==> config.mk <==
export PLATFORM = sky130hd
export DESIGN_NAME = alu_pipe
export DESIGN_NICKNAME = d
export VERILOG_FILES = /design/src/rtl/alu_pipe.sv
export SDC_FILE = /design/constraint.sdc
export NUM_CORES = 1
export LEC_CHECK = 0
export ABC_CLOCK_PERIOD_IN_PS = 7690
export CAP_MARGIN = 20
export CORE_UTILIZATION = 30
export CTS_CLUSTER_SIZE = 10
export DETAILED_ROUTE_END_ITERATION = 7
export HOLD_SLACK_MARGIN = 0.08
export SYNTH_ARGS = -nofsm -noshare
export SYNTH_HDL_FRONTEND = slang
export SYNTH_SLANG_ARGS = --single-unit
==> constraint.sdc <==
create_clock -name clk -period 7.69 [get_ports clk]
set_input_delay 0.769 -clock clk [delete_from_list [all_inputs] [get_ports clk]]
set_output_delay 0.769 -clock clk [all_outputs]
set_load 0.01 [all_outputs]
==> src/rtl/alu_pipe.sv <==
// Two-stage pipelined data-processing ALU: E1 operand register, E2 compute + result/flag register.
// Optional macro ALU_CARRY_FWD_EN: ADC/SBC/RSC take carry from the pipeline's own NZCV state.
module alu_pipe #(
    parameter int WIDTH = 32,
    parameter int TAG_W = 4
) (
    input  logic             clk,
    input  logic             reset_n,
    input  logic             in_valid,
    output logic             in_ready,
    input  logic [3:0]       opcode_in,
    input  logic             s_in,
    input  logic [WIDTH-1:0] a_in,
    input  logic [WIDTH-1:0] b_in,
    input  logic             shift_c_in,
    input  logic             carry_in,
    input  logic [TAG_W-1:0] tag_in,
    output logic             out_valid,
    input  logic             out_ready,
    output logic [WIDTH-1:0] alu_out,
    output logic             rd_we,
    output logic             flags_we,
    output logic [TAG_W-1:0] tag_out,
    output logic [3:0]       flags_out
);

    typedef enum logic [3:0] {
        OP_AND = 4'd0,  OP_EOR = 4'd1,  OP_SUB = 4'd2,  OP_RSB = 4'd3,
        OP_ADD = 4'd4,  OP_ADC = 4'd5,  OP_SBC = 4'd6,  OP_RSC = 4'd7,
        OP_TST = 4'd8,  OP_TEQ = 4'd9,  OP_CMP = 4'd10, OP_CMN = 4'd11,
        OP_ORR = 4'd12, OP_MOV = 4'd13, OP_BIC = 4'd14, OP_MVN = 4'd15
    } op_e;

    // E1 operand stage
    logic             e1_valid_q;
    op_e              e1_op_q;
    logic             e1_s_q;
    logic [WIDTH-1:0] e1_a_q;
    logic [WIDTH-1:0] e1_b_q;
    logic             e1_shc_q;
    logic [TAG_W-1:0] e1_tag_q;
`ifndef ALU_CARRY_FWD_EN
    logic             e1_cin_q;
`endif

    // E2 result stage
    logic             e2_valid_q;
    logic [WIDTH-1:0] alu_q;
    logic             rd_we_q;
    logic             flags_we_q;
    logic [TAG_W-1:0] tag_q;
    logic [3:0]       flags_q;

    logic             e1_adv;
    logic             e2_adv;

    logic [WIDTH-1:0] alu_d;
    logic [3:0]       flags_d;
    logic             set_flags_d;
    logic             is_test_d;
    logic             carry_sel;

    logic [WIDTH-1:0] add_x;
    logic [WIDTH-1:0] add_y;
    logic             add_cin;
    logic             arith;
    logic [WIDTH:0]   sum;
    logic             c_res;
    logic             v_res;

    assign e2_adv   = !e2_valid_q || out_ready;
    assign e1_adv   = !e1_valid_q || e2_adv;
    assign in_ready = e1_adv;

`ifdef ALU_CARRY_FWD_EN
    // An older flag-setter writes flags_q on the very edge it leaves E1, so by the
    // time a dependent op sits in E1 the register already holds the bypassed C.
    assign carry_sel = flags_q[1];
`else
    assign carry_sel = e1_cin_q;
`endif

    always_comb begin
        add_x   = e1_a_q;
        add_y   = e1_b_q;
        add_cin = 1'b0;
        arith   = 1'b1;
        alu_d   = '0;
        case (e1_op_q)
            OP_AND, OP_TST: begin alu_d = e1_a_q & e1_b_q;  arith = 1'b0; end
            OP_EOR, OP_TEQ: begin alu_d = e1_a_q ^ e1_b_q;  arith = 1'b0; end
            OP_ORR:         begin alu_d = e1_a_q | e1_b_q;  arith = 1'b0; end
            OP_MOV:         begin alu_d = e1_b_q;           arith = 1'b0; end
            OP_BIC:         begin alu_d = e1_a_q & ~e1_b_q; arith = 1'b0; end
            OP_MVN:         begin alu_d = ~e1_b_q;          arith = 1'b0; end
            OP_SUB, OP_CMP: begin add_y = ~e1_b_q; add_cin = 1'b1; end
            OP_RSB:         begin add_x = e1_b_q; add_y = ~e1_a_q; add_cin = 1'b1; end
            OP_ADD, OP_CMN: add_cin = 1'b0;
            OP_ADC:         add_cin = carry_sel;
            OP_SBC:         begin add_y = ~e1_b_q; add_cin = carry_sel; end
            OP_RSC:         begin add_x = e1_b_q; add_y = ~e1_a_q; add_cin = carry_sel; end
            default:        arith = 1'b1;
        endcase

        sum = {1'b0, add_x} + {1'b0, add_y} + {{WIDTH{1'b0}}, add_cin};

        if (arith) begin
            alu_d = sum[WIDTH-1:0];
            c_res = sum[WIDTH];
            v_res = (add_x[WIDTH-1] == add_y[WIDTH-1]) && (sum[WIDTH-1] != add_x[WIDTH-1]);
        end else begin
            c_res = e1_shc_q;
            v_res = flags_q[0];
        end

        is_test_d   = (e1_op_q == OP_TST) || (e1_op_q == OP_TEQ) ||
                      (e1_op_q == OP_CMP) || (e1_op_q == OP_CMN);
        set_flags_d = e1_s_q || is_test_d;
        flags_d     = {alu_d[WIDTH-1], (alu_d == '0), c_res, v_res};
    end

    always_ff @(posedge clk or negedge reset_n) begin
        if (!reset_n) begin
            e1_valid_q <= 1'b0;
            e1_op_q    <= OP_AND;
            e1_s_q     <= 1'b0;
            e1_a_q     <= '0;
            e1_b_q     <= '0;
            e1_shc_q   <= 1'b0;
            e1_tag_q   <= '0;
`ifndef ALU_CARRY_FWD_EN
            e1_cin_q   <= 1'b0;
`endif
            e2_valid_q <= 1'b0;
            alu_q      <= '0;
            rd_we_q    <= 1'b0;
            flags_we_q <= 1'b0;
            tag_q      <= '0;
            flags_q    <= 4'b0000;
        end else begin
            if (e1_adv) begin
                e1_valid_q <= in_valid;
                if (in_valid) begin
                    e1_op_q  <= op_e'(opcode_in);
                    e1_s_q   <= s_in;
                    e1_a_q   <= a_in;
                    e1_b_q   <= b_in;
                    e1_shc_q <= shift_c_in;
                    e1_tag_q <= tag_in;
`ifndef ALU_CARRY_FWD_EN
                    e1_cin_q <= carry_in;
`endif
                end
            end
            if (e2_adv) begin
                e2_valid_q <= e1_valid_q;
                if (e1_valid_q) begin
                    alu_q      <= alu_d;
                    rd_we_q    <= !is_test_d;
                    flags_we_q <= set_flags_d;
                    tag_q      <= e1_tag_q;
                    if (set_flags_d) begin
                        flags_q <= flags_d;
                    end
                end
            end
        end
    end

    assign out_valid = e2_valid_q;
    assign alu_out   = alu_q;
    assign rd_we     = rd_we_q;
    assign flags_we  = flags_we_q;
    assign tag_out   = tag_q;
    assign flags_out = flags_q;

endmodule
==> results of run 1 <==
[critical path: stages, from the launching register on]
cell and delay, ns:
sky130_fd_sc_hd__dfrtp_1 0.71, sky130_fd_sc_hd__inv_1 0.40, sky130_fd_sc_hd__nor2_1 0.34, sky130_fd_sc_hd__nand2_2 0.32, sky130_fd_sc_hd__buf_4 0.44, sky130_fd_sc_hd__a21oi_1 0.29
sky130_fd_sc_hd__fa_1 0.24, sky130_fd_sc_hd__inv_1 0.08, sky130_fd_sc_hd__fa_1 0.47, sky130_fd_sc_hd__a21o_1 0.23, sky130_fd_sc_hd__a221oi_1 0.52, sky130_fd_sc_hd__a31oi_1 0.19
sky130_fd_sc_hd__xnor2_1 0.16, sky130_fd_sc_hd__o21ai_0 0.12, sky130_fd_sc_hd__nor4_1 0.34, sky130_fd_sc_hd__nand4_1 0.20, sky130_fd_sc_hd__nor4b_1 0.33, sky130_fd_sc_hd__and4b_1 0.26
sky130_fd_sc_hd__a31o_1 0.15
[sequential cells by signal, indices dropped and copies added, names as in the netlist]
register and count:
out_valid 1, e1_tag_q 4, flags_we 1, e1_valid_q 1, tag_out 4, flags_out 4
e1_op_q 4, e1_s_q 1, rd_we 1, alu_out 32, e1_shc_q 1, e1_a_q 32
e1_b_q 32, carry_sel 1
[cells in the final DEF (no fill, tap or decap), types with 18 or more instances in the layout]
master	instances
sky130_fd_sc_hd__xnor2_1	22
sky130_fd_sc_hd__ha_1	63
sky130_fd_sc_hd__o21ai_0	179
sky130_fd_sc_hd__nand2_1	130
sky130_fd_sc_hd__dfrtp_1	118
sky130_fd_sc_hd__inv_1	73
sky130_fd_sc_hd__mux2_2	100
sky130_fd_sc_hd__a22oi_1	18
sky130_fd_sc_hd__a21oi_1	54
sky130_fd_sc_hd__xor2_1	25
sky130_fd_sc_hd__clkdlybuf4s50_1	121
sky130_fd_sc_hd__nor2_1	28
[path summary, 6_finish.rpt]
check	to	slack, ns	depth (start not counted)
setup / recovery	flags_out[2]	1.78	18
hold / removal	rd_we	0.38	1
setup reg to reg	flags_out[2]	1.78	18
hold reg to reg	flags_we	0.48	2
max in group asynchronous	e1_op_q[1]	5.97	2
min in group clk	flags_we	0.48	2
[power by group]
group	switching [mW]	internal (mW)	leakage, nW
clock network	0.305	0.524	0.284
logic	1.08	0.869	3.25
registers	0.171	0.783	1.41
[logic make-up after synthesis]
kind of cell    share of synthesized area
simple gates                        0.136
xor+xnor                           0.0429
compound gates                      0.238
buf+inv                            0.0592
flops                               0.311
fa+ha+maj                          0.0864
mux                                 0.127
[Yosys cell counts, types with 22 or more instances]
cell                       count  share of area
sky130_fd_sc_hd__xor2_1       25          0.023
sky130_fd_sc_hd__ha_1         63          0.082
sky130_fd_sc_hd__clkbuf_1     46          0.018
sky130_fd_sc_hd__mux2_2      100           0.12
sky130_fd_sc_hd__o21ai_0     179          0.093
sky130_fd_sc_hd__xnor2_1      22          0.020
sky130_fd_sc_hd__a21oi_1      54          0.028
sky130_fd_sc_hd__nand2_1     133          0.052
sky130_fd_sc_hd__dfrtp_1     119           0.31
sky130_fd_sc_hd__inv_1        73          0.029
sky130_fd_sc_hd__nor2_1       28          0.011
[layer usage]
layer / global-route usage / part of all wire / vias to the layer above
li1: - / - / 4199
met1: 0.268 / 0.48 / 4174
met2: 0.275 / 0.44 / 345
met3: 0.0302 / 0.066 / 35
met4: 0.0568 / 0.016 / 0
met5: 0 / 0 / -
[final cells by class]
type | instances | area, µm² | area share
multi-input cells | 851 | 6080 | 0.517
flip-flops and latches | 119 | 2980 | 0.253
repair buffers | 134 | 1310 | 0.111
well taps | 402 | 503 | 0.0428
clock buffers | 20 | 457 | 0.0389
inverters | 73 | 274 | 0.0233
clock inverters | 12 | 151 | 0.0129
[per-stage QoR]
step | worst slack (ns) | hold slack [ns]
2_1_floorplan | 2.87 | 0.473
3_3_place_gp | 2.02 | 0.459
3_5_place_dp | 1.92 | 0.471
4_1_cts | 1.88 | 0.407
5_1_grt | 1.38 | 0.444
6_report | 1.78 | 0.381
==> results.txt, run 1 <==
----------------------------------------------------
[Logic synthesis]
  Share of the yosys chip area belonging to registers ... 0.311
  Number of distinct library cell variants in the gate-level netlist after synthesis ... 79
  Per-instance average area after synthesis ... about 8.6 µm²
  Register bit total from synthesis ... between 100 and 150
  Gate Count Post-Synth ... between 1000 and 1500
  Post-synth net total ... 1258
  Number of enable-type register cells in the synthesized netlist ... 0
  Top_reg_cell synth ... sky130_fd_sc_hd__dfrtp_1
  Post-Synthesis Cell Area ... approximately 9600 µm²
  Synth async-reset ratio ... 1.00
  Synth warnings ... 0

[Run]
  Max-Cap Viols ... 0

[Detailed routing]
  Detailed Routing Iterations Pass 1 ... 5
  Average routed wire per standard cell ... ~18 µm
  Number of antenna-violating nets in the routed design ... 0
  DRC violation count after routing ... 0
  DRC marker count from the first detailed-route iteration ... a little over 700
  Vias after detailed routing ... just under 9000
  Final WL ... a little under 30000 µm
  Ratio of routed vias to standard cells ... 5.43

[Floorplan]
  Area of the core region ... approximately 31000 µm²
  Y dimension of the die ... about 180 µm
  DIE WIDTH ... 181 µm
  Initial Utilization ... 0.305
  Die Footprint ... between 30000 and 40000 µm²
  I/O pins ... around 120
  Rows ... 65

[Setup path]
  Worst path required time ... 8.06 ns
  Arrival time at the worst endpoint ... 6.28 ns
  Kind of end point of the critical path ... register
  Startpoint type of the worst setup path ... register
  Type of the worst setup path ... register to register
  Critical-path maximum fanout ... 67
  Crit. Startpoint ... e1_op_q[0]
  Launch instance of the worst register-to-register path ... e1_op_q[0]

[Global route]
  Wire length of the first global-routing pass ... 47100 µm
  Largest net degree at the start of global routing ... 76
  Via count of the first global-routing pass ... ~8300
  Global route overflow ... 0
  Initial antenna violation count ... 0
  Overall fraction of global-route tracks in use ... 0.184

[Layout]
  Post-layout nets ... between 1000 and 1500
  Layout overhead on the synthesized area ... 22.6%
  Final non-filler cell total ... approximately 1600
  Number of inserted filler cells in the final layout ... 3169
  Finished layout cell area ... 11800 µm²
  Ratio of cells with drive above 1 in the final layout ... 0.140
  Core occupancy in the finished layout ... 0.373
  Antenna cells ... 0

[Pwr]
  Total chip power ... ~3.7 mW
  Maximum VDD drop ... between 150 and 200 µV
  Total power divided by cell area ... roughly 320 nW/µm²
  Cell leakage power ... 4.95 nW

[CTS]
  Clock buffers created by TritonCTS ... 17
  Clock-pin slew of the registers on the worst-case setup and hold paths ... approximately 0.060 ns
  Post-CTS Setup Bufs ... 0
  # H-tree levels ... 4
  Clock latency of the later-clocked register in the worst-skew pair ... ~0.43 ns
  Post-CTS Resized ... 0
  Clock tree from TritonCTS ... yes
  Root buffer cell ... sky130_fd_sc_hd__clkbuf_16
  Cts-stage hold buffer count ... 0
  Count of clock tree sinks ... roughly 120
  Maximum buffer depth of the clock tree ... 2

[Placement]
  Placed cell areas ... between 10000 and 15000 µm²
  Detailed Place HPWL ... roughly 22000 µm
  DP Cell Count ... between 1500 and 2000
  Final weighted congestion of routability-driven global placement ... approximately 0.92
  Port Buf Inserts ... between 100 and 150

[STA]
  Final setup violation count ... 0
  Final hold violations ... 0
  Shortest clock period the worst path allows after layout ... ~5.9 ns
  Setup TNS ... 0 ns
  Unrepaired setup endpoints after global routing ... false
  Timing-limited maximum frequency ... between 150 and 200 MHz
  Max-slew headroom ... 0.319
  Max-slew violation count ... 0
  Clock tree skew after final layout ... around 0.0097 ns
  Period Utilization, post-route ... 0.769
  Transition time of the tightest slew-check pin ... 1.02 ns

[Outcome]
  Result of the run ... finished, final reports clean

[Min path]
  Tightest Hold Check Type ... primary input to async pin

----------------------------------------------------
Note: power is estimated with default switching activity, not from simulation.
==> run 2, diff against run 1 <==
--- a/config.mk
+++ b/config.mk
@@ -5,7 +5,7 @@
 export SDC_FILE = /design/constraint.sdc
 export NUM_CORES = 1
 export LEC_CHECK = 0
-export ABC_CLOCK_PERIOD_IN_PS = 7690
+export ABC_CLOCK_PERIOD_IN_PS = 4740
 export CAP_MARGIN = 20
 export CORE_UTILIZATION = 30
 export CTS_CLUSTER_SIZE = 10
==> constraint.sdc (replaced) <==
create_clock -name clk -period 4.74 [get_ports clk]
set_input_delay 0.474 -clock clk [delete_from_list [all_inputs] [get_ports clk]]
set_output_delay 0.474 -clock clk [all_outputs]
set_load 0.01 [all_outputs]
==> run 2 against run 1 <==
Net effect:
- sequential power rose by 59%
- cell area increased by 2.0%
- cell count rose by 1.1%
- wire length increased by 0.42%
- utilization rose by 0.76 points
- global-route usage down 0.12 points
- clock power grew 76%
- largest cell class unchanged
==> results.txt, run 2 (synthesis results as in run 1) <==
----------------------------------------------------
[Layout]
  Number of inserted filler cells in the final layout ... ~3100
  Layout overhead on the synthesized area ... 25.1%
  Antenna cells ... 0
  Finished layout cell area ... between 10000 and 15000 µm²
  Most frequent cells in the layout ... 179 x sky130_fd_sc_hd__o21ai_0, 130 x sky130_fd_sc_hd__nand2_1, 121 x sky130_fd_sc_hd__clkdlybuf4s50_1
  Ratio of cells with drive above 1 in the final layout ... 0.157
  Most frequent standard cell in the layout excluding fill and tap cells ... sky130_fd_sc_hd__o21ai_0
  Post-layout nets ... between 1000 and 1500
  Core occupancy in the finished layout ... 0.381

[Detailed routing]
  Final WL ... 29800 µm
  Number of antenna-violating nets in the routed design ... 0
  DRC marker count from the first detailed-route iteration ... between 600 and 700
  Vias after detailed routing ... about 8800
  Ratio of routed vias to standard cells ... about 5.4
  DRC violation count after routing ... 0
  Average routed wire per standard cell ... 18.3 µm
  Detailed Routing Iterations Pass 1 ... 5

[Setup path]
  Worst Reg2Reg Path Length in Cells ... 19
  Critical-path maximum fanout ... 32
  Startpoint type of the worst setup path ... register
  Kind of end point of the critical path ... register
  Worst path required time ... about 5 ns
  Arrival time at the worst endpoint ... between 4 and 5 ns
  Type of the worst setup path ... register to register

[CTS]
  Clock buffers created by TritonCTS ... 17
  # H-tree levels ... 4
  Clock tree from TritonCTS ... yes
  Root buffer cell ... sky130_fd_sc_hd__clkbuf_16
  Count of clock tree sinks ... 119
  Clock latency of the later-clocked register in the worst-skew pair ... approximately 0.43 ns
  Cts-stage hold buffer count ... 0
  Maximum buffer depth of the clock tree ... 2
  Clock-pin slew of the registers on the worst-case setup and hold paths ... 0.06 ns

[Outcome]
  Result of the run ... finished, final reports clean

[Global route]
  Overall fraction of global-route tracks in use ... 0.182
  Wire length of the first global-routing pass ... 47000 µm
  Global route overflow ... 0
  Via count of the first global-routing pass ... a little over 8000
  Largest net degree at the start of global routing ... 76
  Initial antenna violation count ... 0

[STA]
  Max-slew violation count ... 0
  Period Utilization, post-route ... 0.970
  Clock tree skew after final layout ... around 0.012 ns
  Timing-limited maximum frequency ... 217 MHz
  Final hold violations ... 0
  Final setup violation count ... 0
  Transition time of the tightest slew-check pin ... 1.03 ns
  Final worst hold slack ... ~0.089 ns
  Max-slew headroom ... 0.313
  Shortest clock period the worst path allows after layout ... approximately 4.6 ns

[Pwr]
  Maximum VDD drop ... roughly 280 µV
  Cell leakage power ... about 5.1 nW
  Total chip power ... between 6 and 7 mW
  Total power divided by cell area ... around 520 nW/µm²

[Placement]
  Detailed Place HPWL ... approximately 22000 µm
  Final weighted congestion of routability-driven global placement ... 0.918
  Placed cell areas ... roughly 11000 µm²
  Port Buf Inserts ... about 120

[Floorplan]
  I/O pins ... 123
  Y dimension of the die ... roughly 180 µm
  Die Footprint ... roughly 33000 µm²
  Initial Utilization ... 0.305
  Rows ... between 60 and 70
  Area of the core region ... approximately 31000 µm²
  DIE WIDTH ... about 180 µm

[Run]
  Max-Cap Viols ... 0

[Min path]
  Tightest Hold Check Type ... primary input to async pin

----------------------------------------------------
==> run 2: cell count changes in the layout (fill, tap and decap cells not counted), moves of 2 or more <==
cell                         previous run  this run
sky130_fd_sc_hd__buf_4                 13        29
sky130_fd_sc_hd__clkinv_4               1         4
sky130_fd_sc_hd__clkinvlp_4             5         2
sky130_fd_sc_hd__bufinv_16              3         5
sky130_fd_sc_hd__clkinv_2               3         1
sky130_fd_sc_hd__inv_6                  0         2
==> run 2: per-layer routing <==
layer	part of all wire	GRT usage	wire length (µm)	up-vias
met5	0	0	0	-
met4	0.017	0.0564	512	0
met3	0.066	0.0351	1960	35
met2	0.44	0.273	13000	298
met1	0.48	0.263	14300	4200
li1	-	-	-	4245
==> run 2: area by class of cell <==
cell class,instances,area [µm²],share of cell area
Clock buffer,18,439,0.0366
Clock inverter,14,223,0.0186
Inverter,73,274,0.0228
Multi-Input combinational cell,851,6120,0.510
Sequential cell,119,2980,0.248
Tap cell,402,503,0.0419
Timing Repair Buffer,152,1460,0.122
==> run 2: power breakdown <==
part | total, mW | internal [mW] | switching, mW
registers | 1.52 | 1.27 | 0.248
logic | 3.30 | 1.47 | 1.83
clock network | 1.46 | 0.951 | 0.512
==> run 2: critical path: stages, from the launching register on <==
cell and delay [ns]:
sky130_fd_sc_hd__dfrtp_1 0.39, sky130_fd_sc_hd__nand2_1 0.13, sky130_fd_sc_hd__and3_1 0.23, sky130_fd_sc_hd__buf_6 0.19
sky130_fd_sc_hd__nor2_1 0.11, sky130_fd_sc_hd__a21oi_1 0.05, sky130_fd_sc_hd__a31oi_1 0.24, sky130_fd_sc_hd__fa_2 0.28
sky130_fd_sc_hd__inv_1 0.07, sky130_fd_sc_hd__fa_1 0.46, sky130_fd_sc_hd__a21o_1 0.28, sky130_fd_sc_hd__a221o_1 0.41
sky130_fd_sc_hd__a22oi_4 0.24, sky130_fd_sc_hd__nor2b_1 0.08, sky130_fd_sc_hd__or2_2 0.28, sky130_fd_sc_hd__a31oi_2 0.23
sky130_fd_sc_hd__nand4_1 0.19, sky130_fd_sc_hd__nor4b_2 0.27, sky130_fd_sc_hd__and4b_1 0.24, sky130_fd_sc_hd__a31o_1 0.14
==> run 2: through the flow <==
stage	worst slack (ns)	TNS, ns	instances
detailed placement	0.184	0	1596
CTS	0.0866	0	1628
finish	0.141	0	1629
global route	-0.0786	-0.0786	1629
global placement	0.251	0	1596
floorplan	0.0230	0	1114
==> run 2: repair_timing <==
item                                    4_1_cts  5_1_grt
resized for setup                             0        8
setup buffers                                 0        1
endpoints found under the hold margin         0        0
endpoints found under the setup margin        0        1
==> run 2: worst paths after layout <==
path | to | startpoint | slack (ns)
worst min-delay path | e1_tag_q[1] | reset_n | 0.09
worst max register to register | flags_out[2] | e1_op_q[3] | 0.14
worst max-delay path | flags_out[2] | e1_op_q[3] | 0.14
max in group asynchronous | e1_a_q[23] | reset_n | 3.83
worst min register to register | flags_we | flags_we | 0.48
min in group clk | flags_we | flags_we | 0.48
==> run 3, diff against run 2 <==
--- a/config.mk
+++ b/config.mk
@@ -8,6 +8,7 @@
 export ABC_CLOCK_PERIOD_IN_PS = 4740
 export CAP_MARGIN = 20
 export CORE_UTILIZATION = 30
+export CTS_CLUSTER_DIAMETER = 150
 export CTS_CLUSTER_SIZE = 10
 export DETAILED_ROUTE_END_ITERATION = 7
 export HOLD_SLACK_MARGIN = 0.08
==> results of run 3 <==
No change in the layout: final DEF, timing and power equal those of run 2.
